===== src/rtl/muldiv_unit_pkg.sv =====
// Shared definitions for the RV32M multiply/divide unit.
// Holds the funct3 op encodings, the FSM state encodings, the iteration
// count and small decode helpers used by the top and the sign-fix block.
package muldiv_unit_pkg;

    localparam int unsigned MD_XLEN = 32;
    localparam int unsigned MD_ITER = 32;

    typedef enum logic [2:0] {
        MD_OP_MUL    = 3'b000,
        MD_OP_MULH   = 3'b001,
        MD_OP_MULHSU = 3'b010,
        MD_OP_MULHU  = 3'b011,
        MD_OP_DIV    = 3'b100,
        MD_OP_DIVU   = 3'b101,
        MD_OP_REM    = 3'b110,
        MD_OP_REMU   = 3'b111
    } md_op_e;

    typedef enum logic [1:0] {
        MD_ST_IDLE = 2'd0,
        MD_ST_CALC = 2'd1,
        MD_ST_FIX  = 2'd2,
        MD_ST_DONE = 2'd3
    } md_state_e;

    // funct3[2] separates the divide group from the multiply group.
    function automatic logic md_is_div(input logic [2:0] op);
        return op[2];
    endfunction

    function automatic logic md_is_rem(input logic [2:0] op);
        return op[2] & op[1];
    endfunction

    function automatic logic md_rs1_signed(input logic [2:0] op);
        return (op == MD_OP_MUL)    || (op == MD_OP_MULH) ||
               (op == MD_OP_MULHSU) || (op == MD_OP_DIV)  ||
               (op == MD_OP_REM);
    endfunction

    function automatic logic md_rs2_signed(input logic [2:0] op);
        return (op == MD_OP_MUL) || (op == MD_OP_MULH) ||
               (op == MD_OP_DIV) || (op == MD_OP_REM);
    endfunction

endpackage


===== src/rtl/muldiv_unit_signfix.sv =====
// Combinational sign handling for the multiply/divide unit.
// Input side: per-op sign flags and absolute values of both operands.
// Output side: optional two's-complement negation of a 64-bit value.
// Ports:
//   i_op      funct3 of the operation whose operands are on i_a/i_b
//   i_a, i_b  raw operands
//   o_mag_a/b operand magnitudes (unchanged when treated as unsigned)
//   o_sign_a/b operand sign flags (0 when treated as unsigned)
//   i_neg     negate i_val when set
//   i_val     value to correct; o_val is the corrected value
module muldiv_unit_signfix
    import muldiv_unit_pkg::*;
(
    input  logic [2:0]  i_op,
    input  logic [31:0] i_a,
    input  logic [31:0] i_b,
    output logic [31:0] o_mag_a,
    output logic [31:0] o_mag_b,
    output logic        o_sign_a,
    output logic        o_sign_b,
    input  logic        i_neg,
    input  logic [63:0] i_val,
    output logic [63:0] o_val
);

    always_comb begin
        o_sign_a = md_rs1_signed(i_op) & i_a[31];
        o_sign_b = md_rs2_signed(i_op) & i_b[31];
        o_mag_a  = o_sign_a ? (32'd0 - i_a) : i_a;
        o_mag_b  = o_sign_b ? (32'd0 - i_b) : i_b;
        o_val    = i_neg ? (64'd0 - i_val) : i_val;
    end

endmodule


===== src/rtl/muldiv_unit.sv =====
// Iterative RV32M multiply/divide unit for the EX stage.
// One shared 33-bit add/subtract datapath runs shift-add multiply or
// restoring divide over 32 iterations on operand magnitudes; a FIX cycle
// applies sign correction and word selection.
// Ports:
//   clk, rst_n       clock, synchronous active-low reset
//   start_i          request strobe, sampled only in IDLE
//   op_i             funct3 (MUL..REMU)
//   rs1_data_i/rs2   forwarded operands
//   rd_addr_i        destination register carried with the request
//   flush_i          aborts any operation; next edge returns to IDLE
//   busy_o           stall request while CALC or FIX
//   done_o           one-cycle completion pulse
//   result_o         result, held until the next accepted start
//   rd_addr_o        latched destination, valid with done_o
module muldiv_unit
    import muldiv_unit_pkg::*;
#(
    parameter int unsigned XLEN         = 32,
    parameter int unsigned FAST_SPECIAL = 1
) (
    input  logic            clk,
    input  logic            rst_n,
    input  logic            start_i,
    input  logic [2:0]      op_i,
    input  logic [XLEN-1:0] rs1_data_i,
    input  logic [XLEN-1:0] rs2_data_i,
    input  logic [4:0]      rd_addr_i,
    input  logic            flush_i,
    output logic            busy_o,
    output logic            done_o,
    output logic [XLEN-1:0] result_o,
    output logic [4:0]      rd_addr_o
);

    md_state_e   r_state;
    md_state_e   w_state_next;
    md_op_e      r_op;
    logic [5:0]  r_cnt;
    logic [63:0] r_acc;      // mul: {partial hi, multiplier}; div: {remainder, quotient}
    logic [31:0] r_opb;      // multiplicand or divisor magnitude
    logic        r_sa;
    logic        r_sb;
    logic        r_divzero;

    logic [31:0] w_mag_a;
    logic [31:0] w_mag_b;
    logic        w_sign_a;
    logic        w_sign_b;
    logic        w_fix_neg;
    logic [63:0] w_fix_in;
    logic [63:0] w_fix_out;
    logic [31:0] w_fix_res;

    logic        w_accept;
    logic        w_divzero;
    logic        w_ovf;
    logic        w_special;
    logic [31:0] w_special_res;

    logic [32:0] w_lhs;
    logic [32:0] w_rhs;
    logic        w_cin;
    logic [33:0] w_sum;
    logic [63:0] w_acc_next;

    muldiv_unit_signfix u_signfix (
        .i_op     (op_i),
        .i_a      (rs1_data_i),
        .i_b      (rs2_data_i),
        .o_mag_a  (w_mag_a),
        .o_mag_b  (w_mag_b),
        .o_sign_a (w_sign_a),
        .o_sign_b (w_sign_b),
        .i_neg    (w_fix_neg),
        .i_val    (w_fix_in),
        .o_val    (w_fix_out)
    );

    // Request decode and divide special cases
    always_comb begin
        w_accept  = (r_state == MD_ST_IDLE) && start_i && !flush_i;
        w_divzero = (rs2_data_i == '0);
        w_ovf     = ((op_i == MD_OP_DIV) || (op_i == MD_OP_REM)) &&
                    (rs1_data_i == 32'h8000_0000) && (rs2_data_i == '1);
        w_special = (FAST_SPECIAL != 0) && md_is_div(op_i) && (w_divzero || w_ovf);
        if (w_divzero) begin
            w_special_res = op_i[1] ? rs1_data_i : '1;
        end else begin
            w_special_res = op_i[1] ? '0 : 32'h8000_0000;
        end
    end

    // Shared adder: multiply adds the multiplicand into the high half,
    // divide subtracts the divisor from the shifted-in partial remainder
    // (carry out of bit 33 means no borrow).
    always_comb begin
        if (md_is_div(r_op)) begin
            w_lhs = {r_acc[63:32], r_acc[31]};
            w_rhs = ~{1'b0, r_opb};
            w_cin = 1'b1;
        end else begin
            w_lhs = {1'b0, r_acc[63:32]};
            w_rhs = r_acc[0] ? {1'b0, r_opb} : 33'd0;
            w_cin = 1'b0;
        end
        w_sum = {1'b0, w_lhs} + {1'b0, w_rhs} + {33'd0, w_cin};

        if (md_is_div(r_op)) begin
            if (w_sum[33]) begin
                w_acc_next = {w_sum[31:0], r_acc[30:0], 1'b1};
            end else begin
                w_acc_next = {w_lhs[31:0], r_acc[30:0], 1'b0};
            end
        end else begin
            w_acc_next = {w_sum[32:0], r_acc[31:1]};
        end
    end

    // Sign correction and word select. Divide-by-zero keeps the all-ones
    // quotient unsigned so the iterative path matches the fast path.
    always_comb begin
        w_fix_in  = r_acc;
        w_fix_neg = r_sa ^ r_sb;
        if (md_is_div(r_op)) begin
            if (md_is_rem(r_op)) begin
                w_fix_in  = {32'd0, r_acc[63:32]};
                w_fix_neg = r_sa;
            end else begin
                w_fix_in  = {32'd0, r_acc[31:0]};
                w_fix_neg = (r_sa ^ r_sb) & ~r_divzero;
            end
        end
        w_fix_res = ((r_op == MD_OP_MUL) || md_is_div(r_op)) ? w_fix_out[31:0]
                                                             : w_fix_out[63:32];
    end

    // Next-state and status outputs
    always_comb begin
        w_state_next = r_state;
        busy_o       = 1'b0;
        done_o       = 1'b0;
        case (r_state)
            MD_ST_IDLE: begin
                if (start_i && !flush_i) begin
                    w_state_next = w_special ? MD_ST_DONE : MD_ST_CALC;
                end
            end
            MD_ST_CALC: begin
                busy_o = 1'b1;
                if (r_cnt == 6'(MD_ITER - 1)) begin
                    w_state_next = MD_ST_FIX;
                end
            end
            MD_ST_FIX: begin
                busy_o       = 1'b1;
                w_state_next = MD_ST_DONE;
            end
            MD_ST_DONE: begin
                done_o       = 1'b1;
                w_state_next = MD_ST_IDLE;
            end
            default: w_state_next = MD_ST_IDLE;
        endcase
        if (flush_i) begin
            w_state_next = MD_ST_IDLE;
        end
    end

    always_ff @(posedge clk) begin
        if (!rst_n) begin
            r_state   <= MD_ST_IDLE;
            r_op      <= MD_OP_MUL;
            r_cnt     <= '0;
            r_acc     <= '0;
            r_opb     <= '0;
            r_sa      <= 1'b0;
            r_sb      <= 1'b0;
            r_divzero <= 1'b0;
            result_o  <= '0;
            rd_addr_o <= '0;
        end else begin
            r_state <= w_state_next;
            case (r_state)
                MD_ST_IDLE: begin
                    if (w_accept) begin
                        r_op      <= md_op_e'(op_i);
                        r_cnt     <= '0;
                        r_acc     <= {32'd0, w_mag_a};
                        r_opb     <= w_mag_b;
                        r_sa      <= w_sign_a;
                        r_sb      <= w_sign_b;
                        r_divzero <= w_divzero;
                        rd_addr_o <= rd_addr_i;
                        if (w_special) begin
                            result_o <= w_special_res;
                        end
                    end
                end
                MD_ST_CALC: begin
                    r_cnt <= r_cnt + 6'd1;
                    r_acc <= w_acc_next;
                end
                MD_ST_FIX: begin
                    if (!flush_i) begin
                        result_o <= w_fix_res;
                    end
                end
                default: ;
            endcase
        end
    end

endmodule

===== config.mk =====
export PLATFORM = sky130hd
export DESIGN_NAME = muldiv_unit
export DESIGN_NICKNAME = d
export VERILOG_FILES = /design/src/rtl/muldiv_unit_pkg.sv /design/src/rtl/muldiv_unit_signfix.sv /design/src/rtl/muldiv_unit.sv
export SDC_FILE = /design/constraint.sdc
export NUM_CORES = 1
export LEC_CHECK = 0
export BUFFER_PORTS_ARGS = -buffer_cell sky130_fd_sc_hd__buf_2
export CAP_MARGIN = 20
export CORE_ASPECT_RATIO = 1.4
export CORE_MARGIN = 10
export CORE_UTILIZATION = 50
export CTS_CLUSTER_DIAMETER = 150
export CTS_CLUSTER_SIZE = 10
export DETAILED_ROUTE_END_ITERATION = 12
export PLACE_DENSITY = 0.72
export SYNTH_ARGS = -nofsm -noshare
export SYNTH_HDL_FRONTEND = slang
export SYNTH_SLANG_ARGS = --single-unit

===== constraint.sdc =====
create_clock -name clk -period 10.65 [get_ports clk]
set_clock_uncertainty 0.2 [all_clocks]
set_input_delay 3.195 -clock clk [delete_from_list [all_inputs] [get_ports clk]]
set_output_delay 3.195 -clock clk [all_outputs]
set_load 0.02 [all_outputs]

After elaboration in Yosys (flattened, before gate mapping). Index checks and enable logic that the tools add are counted. Widths: inputs -> output; s select.

Bitwise logic cells: 8. Reduce and logical (&&, ||, !) cells: 28. Equal/unequal tests: 15. Add/subtract/negate cells: 6. Muxes and demuxes: 31.

Operator list (count): $mux 32 (11); $mux 64 (5); $pmux 64 s2 (1); $mux 33 (2); $eq 32x32->1 const B (2); $pmux 32 s2 (1); $sub 1x32->32 const A (2); $sub 1x64->64 const A (1); $add 33x33->34 (1); $add 34x1->34 (1); $not 32->33 (1); $logic_not 32->1 (1); $pmux 6 s2 (1); $logic_or 1x1->1 (9); $ne 2x2->1 const B (4); $pmux 2 s4 (1); $add 6x1->6 const B (1); $eq 3x3->1 const B (2); $eq 6x5->1 const B (1); $logic_and 1x1->1 (6); $logic_not 3->1 (2); $mux 2 (3); $mux 6 (1); $reduce_and 2->1 (3); 14 further kinds (25).

Output and inout bits: 39. Logic and storage cells: 98. Flip-flop bits (word level): 147. Bits of input ports: 76.

Logic depth before layout (Yosys ltp). Gate-level depths: netlist of the first run.

Depth in word-level cells: 9. Depth in mapped cells: 21. Gate-level depth less buffers: 13.

Cells and area by module. A second synthesis of the first run with hierarchy kept.

Cell total of the unflattened synthesis: 1812. Area, all modules: 13340.3 um^2.

Modules (own cells, without submodules): muldiv_unit (cells an instance 1397, area each 10513.8 um^2, times used 1, sequential area each 2942.8 um^2); muldiv_unit_signfix (cells an instance 415, area each 2826.5 um^2, times used 1, sequential area each 0.0 um^2).

Worst setup path before layout of the first run. OpenSTA, ideal clock, no wires.

Kind: input port to flip-flop. Start point: input rs2_data_i[1]. End point: register result_o[12]. Library setup time: 0.125 ns. Stages: 13. Data required time: 10.325 ns. Setup slack: 4.425 ns. Arrival time: 5.900 ns. Cell sequence: inv_1 > ha_1 > or3b_1 > or3_4 > or4b_1 > buf_2 > nor4_4 > a21o_1 > nand3_1 > a21oi_2 > buf_6 > buf_4 > a21oi_2.

Word-level cells in the longest chain between the ends: 6.

Ends and longest elaborated chain: start, declared (RTL line muldiv_unit.sv:27) `input logic [XLEN-1:0] rs2_data_i,`; $eq 32x32->1 (RTL line muldiv_unit.sv:85) `(rs1_data_i == 32'h8000_0000) && (rs2_data_i == '1);`; $logic_and 1x1->1 (RTL line muldiv_unit.sv:85); $logic_or 1x1->1 (RTL line muldiv_unit.sv:86) `w_special = (FAST_SPECIAL != 0) && md_is_div(op_i) && (w_divzero || w_ovf);`; $logic_and 1x1->1 (RTL line muldiv_unit.sv:86); $ne 2x2->1 (no source line); $reduce_and 4->1 (no source line); end signal, assigned (RTL line muldiv_unit.sv:196) `result_o <= w_special_res;`; end signal, assigned (RTL line muldiv_unit.sv:206) `result_o <= w_fix_res;`; end, declared (RTL line muldiv_unit.sv:32) `output logic [XLEN-1:0] result_o,`.

Parallel ways exist; a longest one is shown, timed or not. The select of a mux whose other input is x is not followed. A chain may end at the register's enable or synchronous reset.

Final worst setup path of the first run.
Start point: input rs2_data_i[1]. End point: register result_o[31].

The elaborated chain is that of the path after synthesis.

==> results of run 1 <==
sequential cells by signal (all words and copies together) (netlist names):
register,flops
r_acc,64
r_sb,1
r_opb,32
r_op,3
r_divzero,1
r_state,2
r_sa,1
r_cnt,6
rd_addr_o,5
result_o,32
kinds of logic after synthesis:
kind of cell,count (synthesis),share of synthesized area
compound gates,636,0.3135
flops,147,0.2185
buf+inv,190,0.05733
mux,118,0.09338
simple gates,538,0.1916
xor+xnor,130,0.08456
fa+ha+maj,43,0.04107
through the flow:
step | worst slack (ps) | power (uW) | hold slack (ps) | utilization
floorplan | 4425 | 858.5 | 243.7 | -
global placement | 3469 | 967.3 | 250.5 | 0.5235
detailed placement | 3318 | 973.2 | 264.0 | 0.5235
CTS | 3777 | 1601 | 273.6 | 0.5462
global route | 3501 | 1663 | 297.6 | 0.5462
finish | 3713 | 1607 | 271.8 | 0.5462
final timing paths:
check / startpoint / end / cells after the start
worst max-delay path: rs2_data_i[1] / result_o[31] / 13
worst min-delay path: rd_addr_o[4] / rd_addr_o[4] / 2
worst max register to register: r_op[2] / r_acc[33] / 13
worst min register to register: rd_addr_o[4] / rd_addr_o[4] / 2
final cells by class:
class,count,area share
Clock buffer,17,0.02913
Clock inverter,15,0.01251
Inverter,26,0.006682
Multi-Input combinational cell,1465,0.6691
Sequential cell,147,0.2017
Tap cell,365,0.03127
Timing Repair Buffer,134,0.04952
report_power, final:
part	internal [uW]	switching [uW]
registers	571	34.1
logic	135	232
clock network	338	297
total	1040	562
synthesized netlist by cell type, types with 5 or more instances:
library cell  number  area [um2]
nand2_1          229       859.6
o21ai_0          168       840.8
dfxtp_1          147        2943
clkbuf_1         126       473.0
a21oi_1          108       540.5
nor2_1           104       390.4
xor2_1            66       578.1
xnor2_1           64       560.5
mux2_2            61       686.9
mux2i_1           57       570.6
a21boi_0          47       352.8
ha_1              41       513.0
o211ai_1          40       300.3
a31oi_1           36       225.2
o211a_1           34       340.3
nand3_1           31       155.2
nor3_1            31       155.2
inv_1             26       97.59
o31ai_1           23       172.7
a211oi_1          22       165.2
o221ai_1          22       192.7
o21ai_1           20       100.1
a21oi_2           19       166.4
nand4_1           19       118.9
and2_1            17       106.4
buf_1             16       60.06
nor4_1            16       100.1
nand2b_1          14       87.58
nor2b_1           14       87.58
a21o_1            13       97.59
buf_2             13       65.06
and3_1            12       75.07
o21a_1            10       75.07
o22ai_1           10       62.56
or3_1              9       56.30
o41ai_1            8       70.07
or4_1              7       52.55
a211o_1            6       52.55
a221oi_1           6       52.55
nand3b_1           6       45.04
a41oi_1            5       43.79
buf_4              5       37.54
nor4bb_1           5       50.05
o221a_2            5       56.30
worst register-to-register path: stages, from the launching register on:
cell and delay, ps:
dfxtp_4 1010, buf_4 800, mux2_2 450, ha_1 380
a21oi_1 270, o21a_1 210, o21ai_0 120, a211oi_1 700
o211a_1 280, buf_4 360, nand2_1 640, o22ai_1 400
o21ai_0 110, and2_1 150
layer usage:
metal,share of wire,GRT usage,wire length [um],up-vias
met5,0,0,0,-
met3,0.073,0.05579,3539,234
met2,0.47,0.4476,22900,713
met1,0.37,0.3078,17950,6654
li1,-,-,-,6600
met4,0.083,0.2238,4026,0
==> results by group, run 1 <==
Timing
  – Final worst-path cycle share: 0.6513
  – Worst relative slew slack: 0.3291
  – Setup tns final: 0 ps
  – RSZ-0062 raised after global routing: no
  – Setup violations, final: 0
  – Min Clock Period, post-route: around 6900 ps
  – Max-slew violations: 0
  – Least-Margin Pin Slew: 1006 ps
  – FMAX: 0.1442 GHz
  – Final hold violations: 0

Job
  – Max_cap viols: 0

Global route
  – Initial antenna violation count: 0
  – Gr usage total: 0.2776
  – First-pass GRT wire length: between 70000 and 80000 um
  – Largest net degree at the start of global routing: 86
  – Total gr overflow: 0
  – Vias in the first global route: 13680

CTS
  – Post-CTS Setup Inserts: 0
  – Clock slew at reported path FFs: roughly 70 ps
  – CTS sink cnt: 147
  – Skew-Pair Late Insertion Delay: between 400 and 500 ps
  – Clock root buffer: clkbuf_16
  – CTS tree: built
  – Max clock buf depth: 2
  – H-tree levels: 4
  – Post-CTS sizing: 0
  – Clock buffer count from CTS: 17
  – Cts hold-fix bufs: 0

Critical path
  – Worst setup path class: in2reg
  – CP max-delay cell: or4b_1
  – Crit path buffers/inverters: 3
  – Delay-heaviest family, CP: simple AND/OR/NAND/NOR gates
  – Critical Path Start Type: primary input
  – Slowest stage delay, CP: 680 ps
  – Crit path cell chain: buf_2, inv_1, ha_1, or3b_1, or3_4, or4b_1, nor4_4, a21o_1, nand3_1, a21oi_4, buf_4, and3_1, a211oi_1
  – Crit Path Max Fanout: 65
  – WP data required: 10750 ps
  – CP arrival: 7040 ps
  – Endpoint class of the critical path: flip-flop
  – Register-to-register path setup slack: 4480 ps

Drt
  – Routed wire length: 48420 um
  – Post-route ant nets: 0
  – DRT iter0 DRCs: between 1000 and 1500
  – Remaining DRCs: 0
  – Vias per cell: around 6.5
  – TritonRoute pass-1 iters: 6
  – Drt wl/cell: 22.32 um
  – Via count: 14200

Cells and area
  – Final net count: between 1500 and 2000
  – # fillers: 2586
  – Layout area overhead: 8.465%
  – Design area: 14610 um2
  – Footprint of the multi-input gates: between 9000 and 10000 um2
  – Share of cells above drive strength 1: 0.1486
  – Commonest non-fill, non-tap cell in the layout: nand2_1
  – FF+latch area: 2947 um2
  – Commonest non-fill, non-tap cells in the layout: nand2_1 (229), o21ai_0 (168), dfxtp_1 (146)
  – Diode count: 0
  – Final Instance Count excl. Fillers: 2169

Synthesis
  – Synthesized area per cell: about 7.5 um2
  – Yosys reg bits: roughly 150
  – Synthesized Nets: 1921
  – Mapped Cells: 1802
  – Number of synthesized flops with an enable pin: 0
  – Prevailing post-synth register cell: dfxtp_1
  – Synth cell types: slightly above 80
  – Post-synthesis sequential area ratio: 0.2185
  – Mapped cell area: 13470 um2
  – Asr flop ratio synth: 0
  – Yosys Warn Count: 0

Pwr
  – Worst vdd ir: 119.0 uV
  – P_leak: 0.005709 uW
  – Power Density: 110.0 nW/um2

Die
  – IO Count: 115
  – Die height: 214.2 um
  – # rows: 71
  – Die Width: 158.7 um
  – Starting density of the core: 0.5036
  – Die Area: 33990 um2
  – Std-Cell Core Area: around 27000 um2

Placement
  – PortBufs: 114
  – Post-Place Cells: 2137
  – Final GP Congestion: a little over 1
  – Post-place instance area: around 14000 um2
  – DP HPWL: 35660 um

Status
  – Status: finished, final reports clean

Hold path
  – Hold Path Class: reg2reg
Power figures use the tool's default switching activity.
==> run 2, diff against run 1 <==
clock period = 7.2 ns   (was 10.65 ns; I/O delays follow)
==> results by group, run 2 (synthesized netlist as in run 1, its figures left out) <==
Timing
  – Min Clock Period, post-route: 5690 ps
  – Setup violations, final: 0 (unchanged)
  – Setup tns final: 0 ps (unchanged)
  – RSZ-0062 raised after global routing: no
  – FMAX: 0.1757 GHz
  – Worst relative slew slack: 0.2087 (-0.1204)
  – Final worst-path cycle share: 0.7903
  – Max-slew violations: 0 (unchanged)
  – Least-Margin Pin Slew: 1187 ps (+180.6 ps)
  – Final hold violations: 0 (unchanged)

Pwr
  – Int Power: 1519 uW (+45%)
  – Final Power: 2368 uW (+47%)
  – Combinational share of power: 0.232 (+0.004)
  – Clock Power Share: 0.391 (-0.004)
  – Seq pwr share: 0.377 (about the same)
  – Worst vdd ir: 166.1 uV (+40%)
  – Sw Share: 0.3584 (+0.008388)
  – Psw: 848.6 uW (+51%)
  – P_leak: 0.005725 uW (+0.28%)
  – Power Density: 161.8 nW/um2 (+47%)

Placement
  – Post-place instance area: 14020 um2 (+0.20%)
  – PortBufs: 114 (unchanged)
  – Final GP Congestion: 0.9994 (-1.4%)
  – DP HPWL: 35870 um (+0.59%)

Critical path
  – Critical Path Start Type: primary input
  – Crit path cell chain: buf_2, inv_1, ha_1, or3b_1, or3_4, or4b_1, nor4_4, and2b_1, buf_4, o21ai_0, o21ai_0, a21oi_1, a21oi_2
  – Crit Path Max Fanout: 19 (-71%)
  – Worst R2R Start: r_op[2]
  – Register-to-register path setup slack: 1920 ps (-2560 ps)
  – CP max-delay cell: or4b_1
  – Crit-path most repeated cell: o21ai_0
  – Cells on worst reg2reg path: 10 (-3)
  – Endpoint class of the critical path: flip-flop
  – Slowest stage delay, CP: 700 ps (+20 ps)
  – Worst setup path class: in2reg
  – Crit Reg-Reg Endpoint: result_o[31]
  – WP data required: 7390 ps (-3360 ps)
  – Worst Setup SP: rs2_data_i[1]
  – CP arrival: 5880 ps (-1160 ps)
  – Worst Setup EP: result_o[7]

Global route
  – Global route hottest layer: met2
  – Initial antenna violation count: 0 (unchanged)
  – GRT met3 Usage: 0.04355 (-0.01224)
  – M2 GR Usage: 0.4713 (+0.02374)
  – Vias in the first global route: 13690 (+0.051%)
  – Total gr overflow: 0 (unchanged)
  – Met1 usage: 0.3148 (+0.006973)
  – Largest net degree at the start of global routing: 90 (+4.7%)
  – First-pass GRT wire length: 76090 um (+1.2%)
  – Gr usage total: 0.2804 (+0.002802)

Drt
  – Remaining DRCs: 0 (unchanged)
  – DRT iter0 DRCs: 1269 (-1.1%)
  – Via count: 14170 (-0.21%)
  – TritonRoute pass-1 iters: 5 (-1)
  – Routed wire length: 48530 um (+0.24%)
  – Post-route ant nets: 0 (unchanged)
  – Drt wl/cell: 22.34 um (about the same)
  – Vias per cell: 6.524 (-0.35%)

Hold path
  – Hold Path Class: reg2reg
  – Hold path start: r_divzero

CTS
  – CTS tree: built
  – Post-CTS Setup Inserts: 0 (unchanged)
  – H-tree levels: 4 (unchanged)
  – CTS sink cnt: 147 (unchanged)
  – Cts hold-fix bufs: 0 (unchanged)
  – Clock buffer count from CTS: 17 (unchanged)
  – Skew-Pair Late Insertion Delay: 450 ps (about the same)
  – Clock root buffer: clkbuf_16
  – Post-CTS sizing: 0 (unchanged)
  – Clock slew at reported path FFs: 80 ps (about the same)
  – Max clock buf depth: 2 (unchanged)

Die
  – Std-Cell Core Area: 26740 um2 (unchanged)
  – Die height: 214.2 um (unchanged)
  – IO Count: 115 (unchanged)
  – Die Width: 158.7 um (unchanged)
  – # rows: 71 (unchanged)
  – Die Area: 33990 um2 (unchanged)
  – Starting density of the core: 0.5036 (unchanged)

Cells and area
  – Max reg flops: 64 (unchanged)
  – Top flop regs: r_acc: 64 flops, r_opb: 32 flops, result_o: 32 flops
  – Share of cells above drive strength 1: 0.1495 (+0.0009429)
  – Layout area overhead: 8.697%
  – Commonest non-fill, non-tap cells in the layout: nand2_1 (229), o21ai_0 (168), dfxtp_1 (146)
  – Biggest register: r_acc
  – Design area: 14640 um2 (+0.21%)
  – Final net count: 1912 (+0.10%)
  – Commonest non-fill, non-tap cell in the layout: nand2_1

Job
  – Max_cap viols: 0 (unchanged)

Status
  – Status: finished, final reports clean
==> run 2: changes by cell type in the layout (fill, tap and decap cells not counted), sizes merged <==
cell and delta:
clkinvlp -2, buf +2, clkinv +5, inv -2, bufinv -1, diode +1
==> run 2: how the worst min path moves through the flow <==
stage	end	slack (ps)	depth (start not counted)
CTS	r_divzero	270	2
global route	rd_addr_o[0]	300	2
detailed placement	r_divzero	260	2
floorplan	r_divzero	240	2
finish	r_divzero	270	2
global placement	rd_addr_o[1]	250	2
==> run 2: final cells by class <==
class,count,area (um2)
fillers,2556,12100
inverters,26,97.59
flip-flops and latches,147,2947
repair buffers,136,750.7
clock buffers,17,425.4
clock inverters,15,183.9
well taps,365,456.7
diodes,1,2.502
multi-input cells,1465,9773
==> run 2: stage by stage <==
stage / cells / hold slack (ps) / util / worst slack [ps]
floorplan: 1802 / 243.7 / - / 1813
global placement: 2139 / 251.0 / 0.5245 / 1132
detailed placement: 2139 / 257.5 / 0.5245 / 1114
CTS: 2171 / 267.9 / 0.5473 / 1557
global route: 2171 / 296.7 / 0.5473 / 1238
finish: 2172 / 267.6 / 0.5474 / 1510
==> run 2: power by group through the flow <==
| stage | logic (uW) | clock network [uW] | registers [uW] |
|---|---|---|---|
| floorplan | 382 | 0 | 888 |
| global placement | 529 | 0 | 908 |
| detailed placement | 533 | 0 | 909 |
| CTS | 537 | 930 | 890 |
| global route | 594 | 956 | 896 |
| finish | 549 | 926 | 893 |
==> run 2: critical path, delay by kind of cell <==
kind	cells	cell delay [ps]
buf+inv	3	450
compound gates	4	460
simple gates	5	2610
fa+ha+maj	1	180
==> run 2: metal layers <==
metal  share of wire  vias up
li1                -     6610
met1            0.37     6704
met2            0.49      670
met3           0.064      187
met4           0.072        0
met5               0        -
